--- config.mk ---
export PLATFORM = sky130hd
export DESIGN_NAME = mult_seq_ctrl
export DESIGN_NICKNAME = d
export VERILOG_FILES = /design/src/rtl/mult_seq_ctrl.sv
export SDC_FILE = /design/constraint.sdc
export NUM_CORES = 1
export LEC_CHECK = 0
export ABC_CLOCK_PERIOD_IN_PS = 2410
export CAP_MARGIN = 20
export CORE_UTILIZATION = 47
export CTS_BUF_LIST = sky130_fd_sc_hd__clkbuf_8
export DETAILED_ROUTE_END_ITERATION = 8
export MAX_ROUTING_LAYER = met4
export PLACE_DENSITY = 0.89
export SLEW_MARGIN = 25
export SYNTH_ARGS = -nofsm -noshare
export SYNTH_HDL_FRONTEND = slang
export SYNTH_SLANG_ARGS = --single-unit
--- constraint.sdc ---
create_clock -name clk -period 2.41 [get_ports clk]
set_clock_uncertainty 0.05 [all_clocks]
set_input_delay 0.723 -clock clk [delete_from_list [all_inputs] [get_ports clk]]
set_output_delay 0.723 -clock clk [all_outputs]
set_load 0.02 [all_outputs]
--- src/rtl/mult_seq_ctrl.sv ---
// Shift-and-add unsigned multiplier sequencer: one external adder use per cycle,
// producing a 2*word product in hi/lo after exactly word iterations.
module mult_seq_ctrl #(
  parameter int unsigned word  = 32,
  parameter int unsigned cnt_w = 6
) (
  input  logic            clk,
  input  logic            rst_n,
  input  logic            start,
  input  logic [word-1:0] op_a,
  input  logic [word-1:0] op_b,
  output logic [word-1:0] add_a,
  output logic [word-1:0] add_b,
  input  logic [word-1:0] add_result,
  output logic            busy,
  output logic            done,
  output logic [word-1:0] hi,
  output logic [word-1:0] lo
);

  typedef enum logic [1:0] {StIdle, StRun, StDone} state_e;

  state_e            state_q, state_d;
  logic [cnt_w-1:0]  count_q, count_d;
  logic [word-1:0]   hi_q, hi_d;
  logic [word-1:0]   lo_q, lo_d;
  logic [word-1:0]   m_q, m_d;
  logic              carry;

  always_ff @(posedge clk) begin
    if (!rst_n) begin
      state_q <= StIdle;
      count_q <= '0;
      hi_q    <= '0;
      lo_q    <= '0;
      m_q     <= '0;
    end else begin
      state_q <= state_d;
      count_q <= count_d;
      hi_q    <= hi_d;
      lo_q    <= lo_d;
      m_q     <= m_d;
    end
  end

  always_comb begin
    // The adder has no carry out; a wrapped sum is smaller than either addend.
    add_a = hi_q;
    add_b = lo_q[0] ? m_q : '0;
    carry = lo_q[0] & (add_result < hi_q);

    state_d = state_q;
    count_d = count_q;
    hi_d    = hi_q;
    lo_d    = lo_q;
    m_d     = m_q;

    unique case (state_q)
      StIdle, StDone: begin
        if (start) begin
          m_d     = op_a;
          hi_d    = '0;
          lo_d    = op_b;
          count_d = '0;
          state_d = StRun;
        end else if (state_q == StDone) begin
          state_d = StIdle;
        end
      end
      StRun: begin
        hi_d    = {carry, add_result[word-1:1]};
        lo_d    = {add_result[0], lo_q[word-1:1]};
        count_d = count_q + cnt_w'(1);
        if (count_q == cnt_w'(word - 1)) state_d = StDone;
      end
      default: state_d = StIdle;
    endcase
  end

  assign busy = (state_q == StRun);
  assign done = (state_q == StDone);
  assign hi   = hi_q;
  assign lo   = lo_q;

endmodule
==> reports/qor.csv <==
metric,value,unit
Tcrit/Tclk final,95.84,%
number of synthesized flops with an enable pin,0,
slew at the pin with the worst max-slew slack,0.4205,ns
largest family of logic cells by synthesized area,compound AO/OA/AOI/OAI gates,
synth cell count leaders,"nand2_1, dfxtp_1, a21boi_1",
mux contribution to synthesized area,0,%
WL final,14030,µm
fmax,433.0,MHz
min-delay worst type,reg -> reg,
DIE AREA,0.01118,mm²
Worst Path Max Fanout,33,
share of the synthesized area in the top cell type,41.15,%
fin. max-slew vios,0,
drt pass-1 iters,5,
status,completed,
Synth Area in Simple Gates,15.95,%
Core ar.,0.01037,mm²
root buffer cell,clkbuf_8,
Post-Synthesis Cells,576,
total number of vias,4758,
unrepaired setup endpoints after global routing,no,
area of the multi-input gates,0.002441,mm²
VDD IR max,0.2930,mV
crit path launch type,flop,
Layout area overhead,46.61,%
syn_nets,707,
largest net degree at the start of global routing,66,
vias per cell,5.275,
nets,892,
max-cap violation count,0,
Cell variety after synth,38,
crit path DAT,1.54,ns
antenna violations before repair,0,
TritonCTS Buffers,9,
clk_lat worst skew,0.36,ns
Antenna Cells,0,
"FF+latch count, synth",104,
HPWL after detailed placement,10340,µm
# DRC,0,
"top cells by area, synth","dfxtp_1, nand2_1, ha_1",
GPL Wtd Cong,0.8400,
hold_ws,0.4069,ns
initial drt markers,294,
power density over cell area,528.2,mW/mm²
Std-Cell Rows,37,
TritonCTS clock tree,done,
Port-buffer cells,228,
Yosys top cell by area,dfxtp_1,
Worst EP required,1.64,ns
Routed Antenna Nets,0,
asr flop ratio synth,0,%
WS Path Type,reg -> out,
share of cells above drive strength 1,4.830,%
Clock Pin Slew Worst Setup and Hold Paths,0.10,ns
H-tree depth,3,
Synth Area in XOR/XNOR,0,%
Mapped Avg Cell Area,8.784,µm²
fill count,809,
main flop type after synthesis,dfxtp_1,
cts-stage hold buffer count,0,
# setup viols final,0,
first-pass GRT wire length,22670,µm
Total GRT Usage,25.68,%
routed len/inst,15.56,µm
GR Overflow Total,0,
CP endpoint kind,primary output,
cell with the most instances after synthesis,nand2_1,
Leak Pwr,0.002987,µW
synth warn,0,
initial core utilization,48.79,%
"Core Util, Final",71.54,%
clk buf depth,2,
Sink Count,104,
Compound-Gate Fraction of Synth Area,24.38,%
vias in the first global route,4816,
die height,105.8,µm
synthesized area,0.005060,mm²
Period minus WS final,2.310,ns
max_slew headroom,71.96,%
Die X,105.8,µm
num ports,229,
final count of hold timing violations,0,
Adder-Cell Fraction of Synth Area,7.913,%
register area,0.002083,mm²
sequential fraction of the synthesis area,41.15,%
[path summary, 6_finish.rpt]
check,from,end,slack (ns),cells after the start
max,lo[0],lo[0],0.10,2
min,m_q[26],m_q[26],0.41,2
max reg2reg,state_q[0],add_a[31],0.47,7
min reg2reg,m_q[26],m_q[26],0.41,2
[routing by layer]
metal / GRT usage, % / part of all wire, % / vias to the layer above
li1: - / - / 2318
met3: 3.958 / 5.4 / 24
met4: 9.127 / 2.2 / 0
met1: 29.89 / 42 / 2237
met5: - / 0 / -
met2: 44.77 / 51 / 179
[where the power goes]
part           switching (µW)  leakage [µW]  internal (µW)
registers                82.7      0.000852           1820
logic                     472       0.00204            493
clock network             647     0.0000949            400
[area by class of cell]
cell class	instances	area share (%)
sequential	104	28.08
clock inverter	7	0.8939
timing repair buffer	243	32.38
multi-input combinational	368	32.91
inverter	35	1.771
tap	136	2.294
clock buffer	9	1.670
[sequential cells by signal (all words and copies together) (netlist names)]
signal / count
count_q: 6
lo: 32
state_q: 2
m_q: 32
add_a: 32
[worst max-delay path: stages, from the launching register on]
cell and delay, ns:
dfxtp_2 0.40, buf_12 0.18, clkdlybuf4s50_1 0.61
[logic make-up after synthesis]
kind of cell             after synthesis
AO/OA/AOI/OAI                        164
adder cells (fa/ha/maj)               32
buffers and inverters                104
flip-flops                           104
AND/OR/NAND/NOR                      172
[placed cells by master (no fill, tap or decap), types with 2 or more instances in the layout]
cell type and instances:
ha_1 32, buf_12 4, a21oi_1 11, clkbuf_8 9
inv_6 2, nand2_1 108, a22oi_1 32, a211oi_1 3
o2111ai_1 2, and4_1 2, nor2b_1 2, nand4_1 5
buf_4 11, dlygate4sd2_1 32, clkdlybuf4s50_1 194, nand2b_1 2
dfxtp_1 103, a21boi_0 18, a2111o_1 2, and3_1 2
a21boi_1 48, and2_1 35, o21ai_0 9, a22o_1 32
a221oi_1 2, inv_1 34, nand3_1 4, nor2_1 6
[repair_timing]
| action | in CTS | in global routing |
|---|---|---|
| gates resized for setup | 33 | 1 |
| setup endpoints to repair | 33 | 1 |
| buffers inserted | 0 | 0 |
| pin swaps | 0 | 0 |
[metrics by stage]
| step | total power, µW | setup slack, ns | area (µm²) | instances | TNS [ns] |
|---|---|---|---|---|---|
| 4_1_cts | 3950 | 0.01103 | 7416 | 902 | 0 |
| 6_report | 3918 | 0.1003 | 7418 | 902 | 0 |
| 3_3_place_gp | 2879 | -0.09495 | 7264 | 886 | -0.09495 |
| 3_5_place_dp | 2915 | -0.1343 | 7264 | 886 | -0.1343 |
| 2_1_floorplan | 2441 | 0.5259 | 5060 | 576 | 0 |
| 5_1_grt | 4123 | 0.01599 | 7418 | 902 | 0 |
Power figures use the tool's default switching activity.
